===== config.mk =====
export PLATFORM = sky130hd
export DESIGN_NAME = video_sprite_loader
export DESIGN_NICKNAME = d
export VERILOG_FILES = /design/src/rtl/video_sprite_loader.sv
export SDC_FILE = /design/constraint.sdc
export NUM_CORES = 1
export LEC_CHECK = 0
export CAP_MARGIN = 20
export CORE_MARGIN = 2
export CORE_UTILIZATION = 41
export CTS_BUF_LIST = sky130_fd_sc_hd__clkbuf_4 sky130_fd_sc_hd__clkbuf_8
export DETAILED_ROUTE_END_ITERATION = 16
export GPL_ROUTABILITY_DRIVEN = 0
export PLACE_DENSITY = 0.67
export SKIP_CTS_REPAIR_TIMING = 1
export SLEW_MARGIN = 10
export SYNTH_ARGS = -nofsm -noshare
export SYNTH_HDL_FRONTEND = slang
export SYNTH_SLANG_ARGS = --single-unit

===== constraint.sdc =====
create_clock -name i_clock -period 4.5 [get_ports i_clock]
set_input_delay 0.45 -clock i_clock [delete_from_list [all_inputs] [get_ports i_clock]]
set_output_delay 0.45 -clock i_clock [all_outputs]
set_load 0.005 [all_outputs]

===== src/rtl/video_sprite_loader.sv =====
// Purpose : bus initiator that copies one packed 8-bit sprite image from memory
//           into the sprite overlay, then writes its position/visibility registers.
// Latency : per word 1 read + 4 single-byte writes; every transaction is
//           followed by at least one idle request cycle.
// Backpressure: request/address/wdata are held until the slave's ready is sampled.
// Ports:
//   i_clock, i_reset           rising-edge clock, async active-high reset
//   i_start + latched args     i_src_address, i_pos_x, i_pos_y, i_visible, i_sync_vblank
//   i_video_vblank             vertical blank used when register update is deferred
//   o_busy, o_done             run in progress / one-cycle completion pulse
//   o_mem_*, i_mem_*           32-bit memory read port
//   o_sprite_*, i_sprite_ready sprite peripheral write port
module video_sprite_loader #(
  parameter int          WIDTH       = 32,
  parameter int          HEIGHT      = 32,
  parameter logic [31:0] SPRITE_BASE = 32'h0000_0000
) (
  input  logic        i_clock,
  input  logic        i_reset,
  input  logic        i_start,
  input  logic [31:0] i_src_address,
  input  logic [10:0] i_pos_x,
  input  logic [10:0] i_pos_y,
  input  logic        i_visible,
  input  logic        i_sync_vblank,
  input  logic        i_video_vblank,
  output logic        o_busy,
  output logic        o_done,
  output logic        o_mem_request,
  output logic [31:0] o_mem_address,
  input  logic [31:0] i_mem_rdata,
  input  logic        i_mem_ready,
  output logic        o_sprite_request,
  output logic [31:0] o_sprite_address,
  output logic [31:0] o_sprite_wdata,
  input  logic        i_sprite_ready
);

  localparam int          PIXELS   = WIDTH * HEIGHT;
  localparam logic [12:0] LAST_IDX = 13'(PIXELS);

  typedef enum logic [2:0] {
    S_IDLE, S_READ, S_WRITE, S_WAIT_VB, S_REG, S_DONE
  } state_t;

  state_t      state_q, state_d;
  logic [12:0] pix_idx_q;
  logic [1:0]  byte_cnt_q;
  logic [1:0]  reg_cnt_q;
  logic [31:0] rd_addr_q;
  logic [31:0] word_q;
  logic [10:0] pos_x_q;
  logic [10:0] pos_y_q;
  logic        visible_q;
  logic        sync_q;
  logic        mem_req_q;
  logic [31:0] mem_addr_q;
  logic        spr_req_q;
  logic [31:0] spr_addr_q;
  logic [31:0] spr_wdata_q;

  logic        mem_fire;
  logic        spr_fire;
  logic        last_pix;
  logic [7:0]  cur_byte;
  logic [31:0] data_addr;
  logic [31:0] reg_addr;
  logic [31:0] reg_data;

  // A ready only counts while our own request is up.
  assign mem_fire = mem_req_q & i_mem_ready;
  assign spr_fire = spr_req_q & i_sprite_ready;
  assign last_pix = (pix_idx_q + 13'd1) == LAST_IDX;

  always_ff @(posedge i_clock or posedge i_reset) begin
    if (i_reset) state_q <= S_IDLE;
    else         state_q <= state_d;
  end

  always_comb begin
    state_d   = state_q;
    cur_byte  = word_q[{byte_cnt_q, 3'b000} +: 8];
    // Index field stays below 0x4000, so OR-ing in the image window is safe.
    data_addr = SPRITE_BASE | 32'h0000_4000 | {17'h0, pix_idx_q, 2'b00};
    reg_addr  = SPRITE_BASE + {28'h0, reg_cnt_q, 2'b00};
    case (reg_cnt_q)
      2'd0:    reg_data = {21'h0, pos_x_q};
      2'd1:    reg_data = {21'h0, pos_y_q};
      default: reg_data = {31'h0, visible_q};
    endcase
    case (state_q)
      S_IDLE:    if (i_start) state_d = S_READ;
      S_READ:    if (mem_fire) state_d = S_WRITE;
      S_WRITE: begin
        if (spr_fire && byte_cnt_q == 2'd3) begin
          if (last_pix) state_d = sync_q ? S_WAIT_VB : S_REG;
          else          state_d = S_READ;
        end
      end
      S_WAIT_VB: if (i_video_vblank) state_d = S_REG;
      S_REG:     if (spr_fire && reg_cnt_q == 2'd2) state_d = S_DONE;
      S_DONE:    state_d = S_IDLE;
      default:   state_d = S_IDLE;
    endcase
  end

  // Each transaction: raise request on entry, drop it on the ready edge. The
  // dropped cycle guarantees the mandatory low gap before the next request.
  always_ff @(posedge i_clock or posedge i_reset) begin
    if (i_reset) begin
      pix_idx_q   <= '0;
      byte_cnt_q  <= '0;
      reg_cnt_q   <= '0;
      rd_addr_q   <= '0;
      word_q      <= '0;
      pos_x_q     <= '0;
      pos_y_q     <= '0;
      visible_q   <= 1'b0;
      sync_q      <= 1'b0;
      mem_req_q   <= 1'b0;
      mem_addr_q  <= '0;
      spr_req_q   <= 1'b0;
      spr_addr_q  <= '0;
      spr_wdata_q <= '0;
    end else begin
      case (state_q)
        S_IDLE: begin
          if (i_start) begin
            rd_addr_q  <= i_src_address;
            pos_x_q    <= i_pos_x;
            pos_y_q    <= i_pos_y;
            visible_q  <= i_visible;
            sync_q     <= i_sync_vblank;
            pix_idx_q  <= '0;
            byte_cnt_q <= '0;
            reg_cnt_q  <= '0;
          end
        end
        S_READ: begin
          if (!mem_req_q) begin
            mem_req_q  <= 1'b1;
            mem_addr_q <= rd_addr_q;
          end else if (i_mem_ready) begin
            mem_req_q  <= 1'b0;
            word_q     <= i_mem_rdata;
            rd_addr_q  <= rd_addr_q + 32'd4;
            byte_cnt_q <= '0;
          end
        end
        S_WRITE: begin
          if (!spr_req_q) begin
            spr_req_q   <= 1'b1;
            spr_addr_q  <= data_addr;
            spr_wdata_q <= {24'h0, cur_byte};
          end else if (i_sprite_ready) begin
            spr_req_q  <= 1'b0;
            pix_idx_q  <= pix_idx_q + 13'd1;
            byte_cnt_q <= byte_cnt_q + 2'd1;
          end
        end
        S_REG: begin
          if (!spr_req_q) begin
            spr_req_q   <= 1'b1;
            spr_addr_q  <= reg_addr;
            spr_wdata_q <= reg_data;
          end else if (i_sprite_ready) begin
            spr_req_q <= 1'b0;
            reg_cnt_q <= reg_cnt_q + 2'd1;
          end
        end
        default: ;
      endcase
    end
  end

  assign o_busy           = (state_q != S_IDLE) && (state_q != S_DONE);
  assign o_done           = (state_q == S_DONE);
  assign o_mem_request    = mem_req_q;
  assign o_mem_address    = mem_addr_q;
  assign o_sprite_request = spr_req_q;
  assign o_sprite_address = spr_addr_q;
  assign o_sprite_wdata   = spr_wdata_q;

endmodule


After elaboration in Yosys (flattened, before gate mapping):

Index checks and enable logic that the tools add are counted.
W data, S select, Z words.

* register bits after elaboration: 206
* input port bits: 94
* output and inout port bits: 100
* word-level logic and storage cells: 103

* add/sub/neg operators: 4
* equality and inequality tests: 23
* shift-type cells: 1
* muxes and demuxes: 36
* bitwise logic cells: 3
* reductions and logical operators: 21

Operators by type and width (count)
* $mux W32: 7
* $pmux W32 S2: 3
* $mux W13: 3
* $add A32 B3 Y32 const B: 1
* $shiftx A32 B6 Y8: 1
* $ne A2 B2 Y1 const B: 13
* $pmux W13 S2: 1
* $pmux W11 S2: 1
* $mux W3: 7
* $pmux W3 S5: 1
* $mux W2: 7
* $add A13 B1 Y13 const B: 1
* $eq A13 B11 Y1 const B: 1
* $reduce_and A4 Y1: 3
* $reduce_bool A2 Y1: 4
* $eq A3 B2 Y1 const B: 2
* $eq A3 B3 Y1 const B: 2
* $pmux W2 S3: 1
* $reduce_and A3 Y1: 2
* $reduce_and A6 Y1: 1
* $reduce_bool A3 Y1: 2
* $reduce_and A5 Y1: 1
* $add A2 B1 Y2 const B: 2
* $eq A2 B2 Y1 const B: 2
* 12 further kinds: 19

Logic depth before layout (Yosys ltp):

Gate-level depths: netlist of the first run.

* word-level depth: 5
* gate-level depth with buffers: 9
* depth with buffers taken out: 7

Worst setup path after synthesis of the first run:

OpenSTA, ideal clock, no wires.

* kind: register to register
* start point: reg state_q[1]
* end point: reg mem_addr_q[0] (netlist: o_mem_address[0])
* library setup time: 125 ps
* data arrival time: 1794 ps
* data required time: 4375 ps
* setup slack: 2581 ps
* cell stages (with the launch flop): 7
* path buffers: 3
* clock period less this slack: 1919 ps
* path through: dfrtp_1 buf_2 or3b_1 buf_4 nor2_1 buf_2 mux2_2

* cells in the longest elaborated chain, start to end: 2

Ends and longest elaborated chain
* from (decl): RTL line 46 `state_t state_q, state_d;`
* from (signal assigned): RTL line 77 `else state_q <= state_d;`
* $eq A3 B1 Y1: RTL line 126 `case (state_q)`
* $reduce_and A2 Y1 (no source line)
* to (signal assigned): RTL line 142 `mem_addr_q <= rd_addr_q;`
* to (decl): RTL line 57 `logic [31:0] mem_addr_q;`

Every way passes these cells.
A chain may end at the register's enable or synchronous reset.

Worst setup path after layout of the first run:

* start point: reg state_q[1]
* end point: reg state_q[2]

* cells in the longest elaborated chain, start to end: 3
* elaborated cells between the ends (all ways): 12
* those cells by class: eq/ne: 9; mux: 1; reduce/logical: 2

Ends and longest elaborated chain
* $eq A3 B3 Y1 (tied with other cells): RTL line 91 `case (state_q)`
* $ne A2 B2 Y1 (no source line)
* $reduce_and A5 Y1 (no source line)

Parallel ways exist; a longest one is shown, timed or not.

==> qor.csv, run 1 <==
metric,value,unit
path_depth,6,
synth_edf_count,0,
fp-row-count,51,
clkTransAtPathRegs,100,ps
synth_cell_types,63,
fmax,0.368,GHz
fin_cells,1161,
skew,18.1,ps
synth_top_flop_cell,dfrtp_1,
synth_top_cell_area_share,50.8,%
dp_hpwl,13.5,mm
power_density,638,mW/mm^2
status,finished clean,
worstSkewPairLatency,460,ps
cts_tree,yes,
slew_headroom,36.6,%
drtIter0Drc,444,
synth_compound_area_share,13.9,%
first_pass_iters,5,
tightest_slew,951,ps
netSwitchingPower,2330,uW
post-route-period-util,60.4,%
synth-xor-area-share,0.642,%
vias,6146,
reg2reg_slack,1780,ps
path_max_fanout,27,
synth-seq-area-share,50.8,%
cts_buffers,17,
grtUsageTotal,18.4,%
setup_viol,0,
slew_viol_final,0,
core_area,0.0195,mm^2
crit_path_end_kind,register,
worst_path_largest_cell_delay,830,ps
yosys.area.top_type,dfrtp_1,
vias_per_cell,5.29,
fillers,1764,
synth_warnings,0,
wirelength,19.2,mm
period_minus_slack,2720,ps
peakVddDrop,250,uV
synth.avg_cell_area,10.8,um^2
synthCells,755,
muxShareOfSynthArea,15.1,%
pwr-share-clk,17.9,%
start_kind,register,
seqPwrFrac,41.7,%
critical-path-top-delay-family,simple AND/OR/NAND/NOR gates,
cts_num_sinks,166,
reg2reg_from,state_q[1],
reg2reg_depth,6,
p_leak,0.00413,uW
placed_area,0.00975,mm^2
io_buffer_count,153,
synthArstFlopShare,100,%
synthSimpleGateAreaFrac,11.6,%
layout.nets,984,
ctsRootBufferMaster,clkbuf_8,
pin_count,194,
rsz0062_at_grt,no,
drive_gt1_share,17.1,%
areaGrowthSynthToFinish,24.4,%
final-hold-violation-count,0,
maxCapViolations,0,
yosys.area_share.adder,1.07,%
placedCellCount,1129,
die_h,145,um
ant_nets,0,
cp.arrival,3110,ps
first_global_vias,6023,
antenna_found_initial,1,
dieArea,0.0211,mm^2
drc,0,
synth_top_family_by_area,multiplexers,
grt_pass1_wl,31.3,mm
antenna_cells,0,
worstPathCellList,"or3b_1, a21oi_1, or4_4, or2_1, nor3b_1, a21o_1",
worstSetupPathType,reg2reg,
initial_core_util,41.9,%
grt.overflow.total,0,
multi_input_area,0.00363,mm^2
combPwrFrac,40.4,%
synth_seq_cells,166,
grt_max_degree,70,
required,4890,ps
postLayoutCellArea,0.0102,mm^2
min_path_type,in2async,
die_w,145,um
regArea,0.00415,mm^2
p_int,4170,uW
cp_num_buf_inv,0,
synthTopCellsByArea,"dfrtp_1 (51%), mux2_2 (13%), o21ai_0 (3.9%)",
swShare,35.8,%
clock_tree.buffer_depth,2,
cts-htree-levels,4,
r2r_end,state_q[2],
netlist_area,0.00818,mm^2
cp_slowest_cell,or3b_1,
wl_per_cell,16.5,um
fin_setup_tns,0,ps
==> cells in the mapped netlist, types with 7 or more instances <==
master,count
mux2_2,91
clkbuf_1,26
mux4_2,8
ha_1,7
inv_1,8
a221o_1,7
a21oi_1,56
o22ai_1,11
a31oi_1,7
buf_4,41
o21ai_0,63
nand3_1,17
nor2_1,41
buf_2,20
nand4_1,15
nand2_1,58
dfrtp_1,166
a22o_1,10
==> power by group through the flow <==
stage	Sequential, uW	Combinational [uW]	Clock, uW
4_1_cts	2710	2650	1200
3_3_place_gp	2720	2590	0
2_1_floorplan	2520	1880	0
6_report	2710	2620	1160
3_5_place_dp	2730	2640	0
5_1_grt	2810	2900	1250
==> per-layer routing <==
metal	share of wire (%)	track usage (%)	wire length, um
met1	47	25.9	8960
met2	45	28.1	8670
met3	6.3	4.84	1210
met4	1.6	5.49	308
met5	0.068	0	13
==> metrics by stage <==
step | setup WS (ps) | total power (uW) | util [%] | hold slack [ps]
floorplan | 1940 | 4410 | - | 442
global placement | 1870 | 5310 | 50.0 | 481
detailed placement | 1830 | 5370 | 50.0 | 481
CTS | 1800 | 6550 | 52.1 | 381
global route | 1580 | 6970 | 52.1 | 413
finish | 1780 | 6490 | 52.1 | 390
==> worst max-delay path by stage <==
| stage | from | end |
|---|---|---|
| after global routing | state_q[1] | state_q[2] |
| after CTS | state_q[1] | state_q[2] |
| after floorplan | i_reset | byte_cnt_q[0] |
| after global placement | state_q[1] | state_q[2] |
| after detailed placement | state_q[1] | state_q[2] |
| final | state_q[1] | state_q[2] |
==> worst register-to-register path: stages, from the launching register on <==
cell	delay (ps)
dfrtp_1	670
or3b_1	830
a21oi_1	80
or4_4	530
or2_1	240
nor3b_1	170
a21o_1	130
==> state kept, by name, indices dropped and copies added (netlist names) <==
signal / flops
o_sprite_wdata: 11
state_q: 3
byte_cnt_q: 2
sync_q: 1
word_q: 32
pos_y_q: 11
pos_x_q: 11
o_mem_address: 32
visible_q: 1
o_sprite_request: 1
rd_addr_q: 32
reg_cnt_q: 2
o_mem_request: 1
o_sprite_address: 13
pix_idx_q: 13
==> cell families (layout without fill, tap and decap cells) <==
logic type / Yosys count / in the layout
compound gates: 187 / 187
simple gates: 186 / 186
flops: 166 / 166
mux: 102 / 102
buf+inv: 100 / 202
fa+ha+maj: 7 / 7
xor+xnor: 6 / 6
other cells: 1 / 40
==> layout make-up <==
| cell class | instances | share of cell area (%) |
|---|---|---|
| sequential | 166 | 40.8 |
| tap | 265 | 3.26 |
| timing repair buffer | 162 | 15.8 |
| clock inverter | 15 | 1.88 |
| inverter | 8 | 0.332 |
| multi-input combinational | 528 | 35.6 |
| clock buffer | 17 | 2.30 |
==> layout by cell type (no fill, tap or decap), types with 8 or more instances in the layout <==
cell | synthesis | final
dfrtp_1 | 166 | 166
clkdlybuf4s50_1 | 0 | 153
mux2_2 | 91 | 91
o21ai_0 | 63 | 63
nand2_1 | 58 | 58
a21oi_1 | 56 | 56
nor2_1 | 41 | 40
conb_1 | 1 | 40
nand3_1 | 17 | 17
clkbuf_8 | 0 | 17
nand4_1 | 15 | 15
o22ai_1 | 11 | 11
a22o_1 | 10 | 10
mux4_2 | 8 | 8
buf_4 | 41 | 8
(Power assumes the default switching activity.)
==> run 2, diff against run 1 <==
--- a/config.mk
+++ b/config.mk
@@ -11,7 +11,7 @@
 export CTS_BUF_LIST = sky130_fd_sc_hd__clkbuf_4 sky130_fd_sc_hd__clkbuf_8
 export DETAILED_ROUTE_END_ITERATION = 16
 export GPL_ROUTABILITY_DRIVEN = 0
-export PLACE_DENSITY = 0.67
+export PLACE_DENSITY = 0.65
 export SKIP_CTS_REPAIR_TIMING = 1
 export SLEW_MARGIN = 10
 export SYNTH_ARGS = -nofsm -noshare
==> constraint.sdc (replaced) <==
create_clock -name i_clock -period 2.5 [get_ports i_clock]
set_input_delay 0.25 -clock i_clock [delete_from_list [all_inputs] [get_ports i_clock]]
set_output_delay 0.25 -clock i_clock [all_outputs]
set_load 0.005 [all_outputs]
==> qor.csv, run 2 (synthesis gave the netlist of run 1 again) <==
metric,value,unit,change
clock_tree.buffer_depth,2,,unchanged
die_h,145,um,unchanged
tightest_slew,563,ps,-387 ps
pin_count,194,,unchanged
grtUsageTotal,18.8,%,+0.40 points
core_area,0.0195,mm^2,unchanged
power_density,1150,mW/mm^2,+80%
grtUsageMet3,5.63,%,+0.79 points
crit_path_end_kind,register,,
period_minus_slack,2220,ps,-497 ps
p_leak,0.00423,uW,+2.5%
met2_usage,29.1,%,+1.0 points
fmax,0.451,GHz,+22%
fp-row-count,51,,unchanged
wl_per_cell,16.5,um,+0.14%
drc,0,,unchanged
vias_per_cell,5.27,,-0.42%
first_global_vias,6080,,+0.95%
slew_viol_final,0,,unchanged
grt_max_degree,84,,+20%
fin_setup_tns,0,ps,unchanged
die_w,145,um,unchanged
areaGrowthSynthToFinish,26.7,%,
post-route-period-util,88.8,%,+28 points
drive_gt1_share,18.2,%,+1.2 points
worstSkewPairLatency,460,ps,about the same
skew,15.3,ps,-2.81 ps
vias,6194,,+0.78%
wirelength,19.4,mm,+1.4%
cts_buffers,17,,unchanged
ctsRootBufferMaster,clkbuf_8,,
first_pass_iters,4,,-1
grt_most_used_layer,met2,,
cp.arrival,2570,ps,-540 ps
antenna_cells,0,,unchanged
postLayoutCellArea,0.0104,mm^2,+1.9%
start_kind,register,,
grt.overflow.total,0,,unchanged
clkTransAtPathRegs,90,ps,about the same
min_path_type,in2async,,
cts_tree,yes,,
worstSetupPathType,reg2reg,,
path_max_fanout,55,,+100%
antenna_found_initial,3,,+2
grt_pass1_wl,31.9,mm,+1.9%
reg2reg_depth,5,,-1
drtIter0Drc,336,,-24%
placed_area,0.00993,mm^2,+1.8%
mostFrequentLayoutCell,dfrtp_1,,
io_buffer_count,153,,unchanged
initial_core_util,41.9,%,unchanged
cts-htree-levels,4,,unchanged
final-hold-violation-count,0,,unchanged
setup_viol,0,,unchanged
dieArea,0.0211,mm^2,unchanged
cts_num_sinks,166,,unchanged
grt_util_met1,25.8,%,-0.037 points
peakVddDrop,563,uV,+120%
dp_hpwl,13.7,mm,+1.4%
status,finished clean,,
ant_nets,0,,unchanged
rsz0062_at_grt,no,,
reg2reg_slack,280,ps,-1500 ps
mostFrequentLayoutCells,"dfrtp_1 (166), clkdlybuf4s50_1 (153), mux2_2 (91)",,
maxCapViolations,0,,unchanged
layout.nets,999,,+1.5%
required,2850,ps,-2040 ps
slew_headroom,62.4,%,+26 points
## run 2: changes by cell type in the layout (fill, tap and decap cells not counted)
| cell | previous run | this run |
|---|---|---|
| buf_4 | 8 | 18 |
| buf_12 | 1 | 6 |
| inv_6 | 5 | 1 |
| clkbuf_8 | 17 | 19 |
| inv_8 | 2 | 0 |
| bufinv_16 | 3 | 4 |
| clkbuf_4 | 0 | 1 |
| clkinv_4 | 2 | 3 |
| nand2b_1 | 5 | 6 |
| nand2b_2 | 1 | 0 |
## run 2: area by class of cell
cell class                      count  area (um^2)
Fill cell                        1736         9160
Sequential cell                   166         4150
Multi-Input combinational cell    528         3620
Timing Repair Buffer              177         1790
Tap cell                          265          332
Clock buffer                       20          269
Clock inverter                     11          173
Inverter                            8         33.8
## run 2: worst max-delay path, stage by stage, from the launching register on
cell	delay, ps
dfrtp_1	710
nor3b_2	270
buf_4	460
nand2_1	220
o22a_1	230
o22a_1	190
## run 2: routing by layer
| metal | vias up | part of all wire (%) |
|---|---|---|
| met2 | 199 | 46 |
| met4 | 4 | 1.4 |
| met3 | 26 | 6.4 |
| li1 | 2939 | - |
| met5 | - | 0.13 |
| met1 | 3026 | 46 |
## run 2: stage by stage
step / instances / util (%) / worst slack (ps) / total power (uW) / hold slack (ps)
floorplan: 794 / - / 137 / 7930 / 383
global placement: 1144 / 50.9 / 298 / 9710 / 464
detailed placement: 1144 / 50.9 / 324 / 9830 / 474
CTS: 1175 / 53.1 / 283 / 12000 / 129
global route: 1175 / 53.1 / 78.4 / 12800 / 151
finish: 1175 / 53.1 / 281 / 11900 / 144
## run 2: worst paths after layout
path / start / end
max reg2reg: state_q[0] / rd_addr_q[19]
min: i_reset / o_sprite_address[4]
min reg2reg: o_sprite_address[2] / o_sprite_address[2]
max in group asynchronous: i_reset / o_mem_address[2]
max: state_q[0] / rd_addr_q[19]
min in group i_clock: i_src_address[2] / rd_addr_q[2]
## run 2: power breakdown
group	total, uW	switching (uW)	leakage, uW	internal, uW
clock	2160	1010	0.000223	1150
combinational	4930	2170	0.00200	2760
sequential	4810	944	0.00201	3860
total	11900	4120	0.00423	7770
